$ cat src/rtl/imem_loader.sv
// Instruction-memory loader: assembles a little-endian byte stream into words,
// writes them to consecutive addresses and releases the CPU once a halt word lands.
module imem_loader #(
  parameter int                        NB_INSTRUCTION  = 32,
  parameter int                        NB_BYTE         = 8,
  parameter int                        IMEM_ADDR_WIDTH = 5,
  parameter logic [NB_INSTRUCTION-1:0] HALT_INSTR      = {NB_INSTRUCTION{1'b1}}
) (
  input  logic                       clk,
  input  logic                       i_rst,
  input  logic                       i_start,
  input  logic                       i_abort,
  input  logic [NB_BYTE-1:0]         i_rx_data,
  input  logic                       i_rx_valid,
  output logic                       o_rx_ready,
  output logic [NB_INSTRUCTION-1:0]  o_imem_data,
  output logic [IMEM_ADDR_WIDTH-1:0] o_imem_waddr,
  output logic                       o_imem_wen,
  output logic [1:0]                 o_mem_wsize,
  output logic                       o_cpu_en,
  output logic                       o_done,
  output logic                       o_overflow,
  output logic [IMEM_ADDR_WIDTH:0]   o_word_count
);

  // state | meaning
  // IDLE  | waiting for start, stream not accepted
  // LOAD  | accepting bytes into the word register
  // WRITE | one-cycle write strobe of the assembled word
  // DONE  | halt word written, CPU enabled
  // ERR   | memory filled without a halt word
  typedef enum logic [2:0] {IDLE, LOAD, WRITE, DONE, ERR} state_t;

  localparam int BPW    = NB_INSTRUCTION / NB_BYTE;
  localparam int BIDX_W = (BPW > 1) ? $clog2(BPW) : 1;
  localparam logic [BIDX_W-1:0]          LAST_BIDX = BIDX_W'(BPW - 1);
  localparam logic [IMEM_ADDR_WIDTH-1:0] LAST_ADDR = '1;
  localparam logic [IMEM_ADDR_WIDTH:0]   MAX_COUNT = {1'b1, {IMEM_ADDR_WIDTH{1'b0}}};

  state_t                      state_q, state_d;
  logic [NB_INSTRUCTION-1:0]   word_q, word_d;
  logic [IMEM_ADDR_WIDTH-1:0]  addr_q, addr_d;
  logic [BIDX_W-1:0]           bidx_q, bidx_d;
  logic [IMEM_ADDR_WIDTH:0]    count_q, count_d;

  always_ff @(posedge clk or negedge i_rst) begin
    if (!i_rst) begin
      state_q <= IDLE;
      word_q  <= '0;
      addr_q  <= '0;
      bidx_q  <= '0;
      count_q <= '0;
    end else begin
      state_q <= state_d;
      word_q  <= word_d;
      addr_q  <= addr_d;
      bidx_q  <= bidx_d;
      count_q <= count_d;
    end
  end

  always_comb begin
    state_d = state_q;
    word_d  = word_q;
    addr_d  = addr_q;
    bidx_d  = bidx_q;
    count_d = count_q;
    case (state_q)
      IDLE, DONE, ERR: begin
        if (i_start) begin
          state_d = LOAD;
          word_d  = '0;
          addr_d  = '0;
          bidx_d  = '0;
          count_d = '0;
        end
      end
      LOAD: begin
        if (i_abort) begin
          state_d = IDLE;
          bidx_d  = '0;
        end else if (i_rx_valid) begin
          for (int k = 0; k < BPW; k++) begin
            if (bidx_q == BIDX_W'(k)) word_d[k*NB_BYTE +: NB_BYTE] = i_rx_data;
          end
          if (bidx_q == LAST_BIDX) begin
            state_d = WRITE;
            bidx_d  = '0;
          end else begin
            bidx_d = bidx_q + 1'b1;
          end
        end
      end
      WRITE: begin
        // The strobe is already on the bus this cycle, so the write is counted even on abort.
        addr_d = addr_q + 1'b1;
        if (count_q != MAX_COUNT) count_d = count_q + 1'b1;
        if (i_abort)                   state_d = IDLE;
        else if (word_q == HALT_INSTR) state_d = DONE;
        else if (addr_q == LAST_ADDR)  state_d = ERR;
        else                           state_d = LOAD;
      end
      default: state_d = IDLE;
    endcase
  end

  assign o_rx_ready   = (state_q == LOAD);
  assign o_imem_wen   = (state_q == WRITE);
  assign o_imem_data  = word_q;
  assign o_imem_waddr = addr_q;
  assign o_mem_wsize  = 2'b10;
  assign o_cpu_en     = (state_q == DONE);
  assign o_done       = (state_q == DONE);
  assign o_overflow   = (state_q == ERR);
  assign o_word_count = count_q;

endmodule

$ cat config.mk
export PLATFORM = sky130hd
export DESIGN_NAME = imem_loader
export DESIGN_NICKNAME = d
export VERILOG_FILES = /design/src/rtl/imem_loader.sv
export SDC_FILE = /design/constraint.sdc
export NUM_CORES = 1
export LEC_CHECK = 0
export CAP_MARGIN = 20
export CORE_ASPECT_RATIO = 2
export CORE_MARGIN = 3
export CORE_UTILIZATION = 53
export DETAILED_ROUTE_END_ITERATION = 10
export PLACE_DENSITY = 0.95
export SETUP_SLACK_MARGIN = 0.02
export SYNTH_ARGS = -nofsm -noshare
export SYNTH_HDL_FRONTEND = slang
export SYNTH_SLANG_ARGS = --single-unit
export TNS_END_PERCENT = 50
$ cat constraint.sdc
create_clock -name clk -period 2.6 [get_ports clk]
set_input_delay 0.52 -clock clk [delete_from_list [all_inputs] [get_ports clk]]
set_output_delay 0.52 -clock clk [all_outputs]
set_load 0.02 [all_outputs]
Word-level counts from Yosys, hierarchy flattened --
Index checks and enable logic that the tools add are counted.
Storage, ports and cells: bits in registers 48, logic and storage cells 70, output and inout bits 50, input port bits 13
Operators by class: equal/unequal tests 20, reduce and logical (&&, ||, !) cells 13, multiplexer cells 26, add/sub/neg operators 3
Operators with widths (number):
- $mux 32 | 3
- $pmux 32 s2 | 1
- $eq 32x32->1 const B | 1
- $mux 8 | 4
- $mux 3 | 7
- $reduce_and 5->1 | 4
- $mux 6 | 2
- $pmux 6 s2 | 1
- $ne 2x1->1 const B | 5
- $pmux 5 s2 | 1
- $pmux 3 s3 | 1
- $reduce_and 3->1 | 3
- $mux 2 | 4
- $add 6x1->6 const B | 1
- $eq 3x2->1 const B | 2
- $ne 2x2->1 const B | 3
- $ne 6x6->1 const B | 1
- $add 5x1->5 const B | 1
- $eq 5x5->1 const B | 1
- $mux 5 | 1
- $eq 2x2->1 const B | 2
- $pmux 2 s2 | 1
- $reduce_bool 2->1 | 2
- $eq 3x1->1 const B | 1
- 9 further kinds | 9

Logic depth before layout (Yosys ltp) --
Gate-level depths: netlist of run 1.
word-level depth 5, mapped depth 8, mapped depth without buffers 5

Worst setup path before layout of run 1 --
Ideal clock, no wire load.
kind input-to-reg, start point in i_abort, end point reg word_q[0] (netlist: o_imem_data[0]), path buffers 0, stages on the path 4, data arrival time 1.641 ns, required time 2.475 ns, setup time 0.125 ns, setup slack 0.834 ns, cells stage by stage nor4b_4 -> nand2_4 -> a21oi_4 -> mux2_4
Between the ends: cells in the longest elaborated chain, start to end 2
RTL lines:
- start: declaration | line 12 | input logic i_abort,
- $ne 2x2->1 (no source line)
- $reduce_and 5->1 (no source line)
- end signal: assignment | line 55 | word_q <= word_d;
- end: declaration | line 41 | logic [NB_INSTRUCTION-1:0] word_q, word_d;
No other way between the ends. A chain may end at the register's enable or synchronous reset.

Worst setup path after layout of run 1 --
start point reg state_q[2], end point out o_rx_ready
Between the ends: cells in the longest elaborated chain, start to end 1
RTL lines:
- start: declaration | line 40 | state_t state_q, state_d;
- start signal: assignment | line 54 | state_q <= state_d;
- $eq 3x1->1 | line 107 | assign o_rx_ready = (state_q == LOAD);
- end: declaration | line 15 | output logic o_rx_ready,
No other way between the ends.

==> results of run 1 <==
## timing repair
| action | CTS | global route |
|---|---|---|
| resized for setup | 1 | 1 |
| hold buffers | 0 | 0 |
| cloned | 0 | 0 |
| endpoints found under the setup margin | 1 | 1 |
| buffers inserted | 0 | 0 |
## cell usage in the layout, fill, tap and decap left out, types with 2 or more instances in the layout
cell              n
clkdlybuf4s50_1  59
dfrtp_1          47
mux2_2           25
nand2_1          12
nand4_1          11
and2_1            9
mux2_4            8
ha_1              8
inv_1             7
nor2_1            6
o21ai_0           6
buf_4             6
a21oi_1           5
clkbuf_8          5
nor3_1            4
nor2_2            4
a21oi_4           4
nand3_1           3
xor2_1            3
or3b_1            2
and3_1            2
mux2i_1           2
nor4_1            2
a21o_1            2
a32o_1            2
conb_1            2
## flip-flops by register name (all words and copies together) (netlist names)
name / flops
o_imem_waddr: 5
state_q: 3
o_imem_data: 32
bidx_q: 2
o_word_count: 6
## worst max-delay path: cells and delay by family (launching register included)
family / cells / cell delay [ps]
DFF: 1 / 490
and+or+nand+nor: 1 / 490
buffers and inverters: 2 / 700
## power groups by stage
| stage | sequential [mW] | combinational [mW] | clock, mW |
|---|---|---|---|
| after floorplan | 1.35 | 0.421 | 0 |
| after global placement | 1.16 | 1.15 | 0 |
| after detailed placement | 1.18 | 1.19 | 0 |
| after CTS | 1.16 | 1.19 | 0.542 |
| after global routing | 1.19 | 1.25 | 0.561 |
| final | 1.16 | 1.18 | 0.528 |
## stage by stage
step / area (um2) / hold slack, ps / power (mW) / worst slack [ps]
detailed placement: 3130 / 521 / 2.36 / 186
floorplan: 2470 / 224 / 1.77 / 834
finish: 3250 / 182 / 2.87 / 101
CTS: 3240 / 193 / 2.90 / 81.1
global placement: 3130 / 516 / 2.31 / 249
global route: 3250 / 202 / 3.00 / 45.9
## worst min path at each step
| stage | startpoint | end | slack (ps) |
|---|---|---|---|
| final | i_rst | bidx_q[0] | 180 |
| after global routing | i_rst | bidx_q[0] | 200 |
| after CTS | i_rst | bidx_q[1] | 190 |
| after detailed placement | i_rst | bidx_q[1] | 520 |
| after global placement | i_rst | bidx_q[1] | 520 |
| after floorplan | i_rst | bidx_q[0] | 220 |
## final cells by class
class	count	area, um2
clock inverter	2	35.0
fill	304	1180
sequential	48	1200
timing repair buffer	67	661
tap	54	67.6
multi-input combinational	138	1180
inverter	8	30.0
clock buffer	6	72.6
## per-layer routing
metal  routed length (um)  up-vias
met1                 2080      936
met5                    0        -
met4                  155        0
li1                     -      844
met2                 3430       76
met3                  276       18
## cell families after synthesis
kind of cell    after synthesis  synth area share [%]
compound gates               27                  9.56
xor+xnor                      3                  1.06
fa+ha+maj                     8                  4.04
buf+inv                      16                  3.99
flops                        48                  48.5
mux                          35                  17.0
other cells                   2                 0.303
simple gates                 63                  15.5
==> impl_metrics.toml, run 1 <==
[global_route]
grt_util_met1_pct = 24.0
grt_busiest_layer = "met2"
grt_pass1_wl_um = 9330
antenna_found_initial = 0
grt_pass1_vias = 1922
overflow = 0
grtUsageMet2_pct = 42.8
use_met3_pct = 3.47
grt_usage_pct = 22.9
grt_max_degree = 49

[logic_synthesis]
synthTopCellsByArea = "dfrtp_1 49%, mux2_2 11%, mux2_4 4.9%, ha_1 4.0%, nand4_1 2.8%"
yosysMostFrequentCell = "dfrtp_1"
synth_top_area_share_pct = 48.5
synth_seq_area_share_pct = 48.5
synth-async-reset-ratio_pct = 100
synthTopCellsByCount = "48 x dfrtp_1, 25 x mux2_2, 12 x nand2_1"
synth_seq_cells = 48
yosysWarnings = 0
synth_cells = 202
ys_types = 42
synth_area_leader_cell = "dfrtp_1"
synth_edf_count = 0
synthFlopType = "dfrtp_1"
syn_nets = 223
synth_area_mm2 = 0.00247
avgSynthCellArea_um2 = 12.3

[worst_setup_path]
cp-start-kind = "flip-flop"
reg2reg_from = "state_q[1]"
r2r_end = "o_imem_data[3]"
r2r_slack_ps = 680
cp_max_fo = 7
path_class = "reg2out"
worstPathRequired_ps = 2080
worstSetupEndpoint = "o_rx_ready"
crit_chain = "or3b_4, inv_1, clkdlybuf4s50_1"
slowest_delay_ps = 600
endpoint_kind = "output port"
r2r_cells = 5
crit_slowest_cell = "clkdlybuf4s50_1"
startpoint = "state_q[2]"
critPathArrivalTime_ps = 1980

[drt]
drt_iter0_markers = 28
wl_per_cell_um = 18.4
drt-total-wl_um = 5940
drc_errors = 0
via_per_inst = 5.80
vias = 1874
dr.pass1.iters = 4
antenna_left = 0

[power_and_ir_drop]
powerDensity_mw_per_mm2 = 884
power.switching_mw = 1.01
p_leak_nw = 1.43
seqPwrFrac_pct = 40.5
vdd_drop_max_uv = 545
clockPowerShare_pct = 18.4
swShare_pct = 35.3
p_int_mw = 1.86
comb_power_share_pct = 41.1

[clock_tree]
cts.clk_slew.worst_paths_ps = 90
clock_sinks = 48
numCtsBuffers = 5
insertion_delay_ps = 290
cts_tree = "done"
cts.path.max_buffers = 2
htreeDepth = 2
root_buffer = "clkbuf_8"

[timing]
hold_violations = 0
max-slew-margin-rel_pct = 47.4
timing.fmax_ghz = 0.400
fin_crit_sh_pct = 96.1
rsz0062_at_grt = "false"
fin_skew_ps = 3.76
fin_crit_ps = 2500
drv_slew = 0
finalSetupViolations = 0
worst_slew_pin_slew_ps = 781
tns_ps = 0

[floorplanning]
start_util_pct = 55.9
io_pins = 63
rows = 34
fp.dieArea_mm2 = 0.00558
die_w_um = 54.3
core_area_mm2 = 0.00442
die_y_um = 103

[run_status]
status = "finished clean"

[placement]
gp_congestion = 0.831
numPlacedInstances = 315
dp_hpwl_um = 4560
portBuffers = 60

[finish]
layout-drive-gt1-share_pct = 25.3
diodes = 0
final_cells = 323
area_growth_pct = 31.1
final_util_pct = 73.4
nets = 289

[hold_path]
min_path_type = "in2async"

[flow_run]
drv_cap = 0
(Power assumes the default switching activity.)
==> run 2, diff against run 1 <==
--- a/config.mk
+++ b/config.mk
@@ -9,6 +9,7 @@
 export CORE_ASPECT_RATIO = 2
 export CORE_MARGIN = 3
 export CORE_UTILIZATION = 53
+export CTS_CLUSTER_DIAMETER = 80
 export DETAILED_ROUTE_END_ITERATION = 10
 export PLACE_DENSITY = 0.95
 export SETUP_SLACK_MARGIN = 0.02
==> results of run 2 <==
Final layout, timing and power as in run 1 (identical DEF).
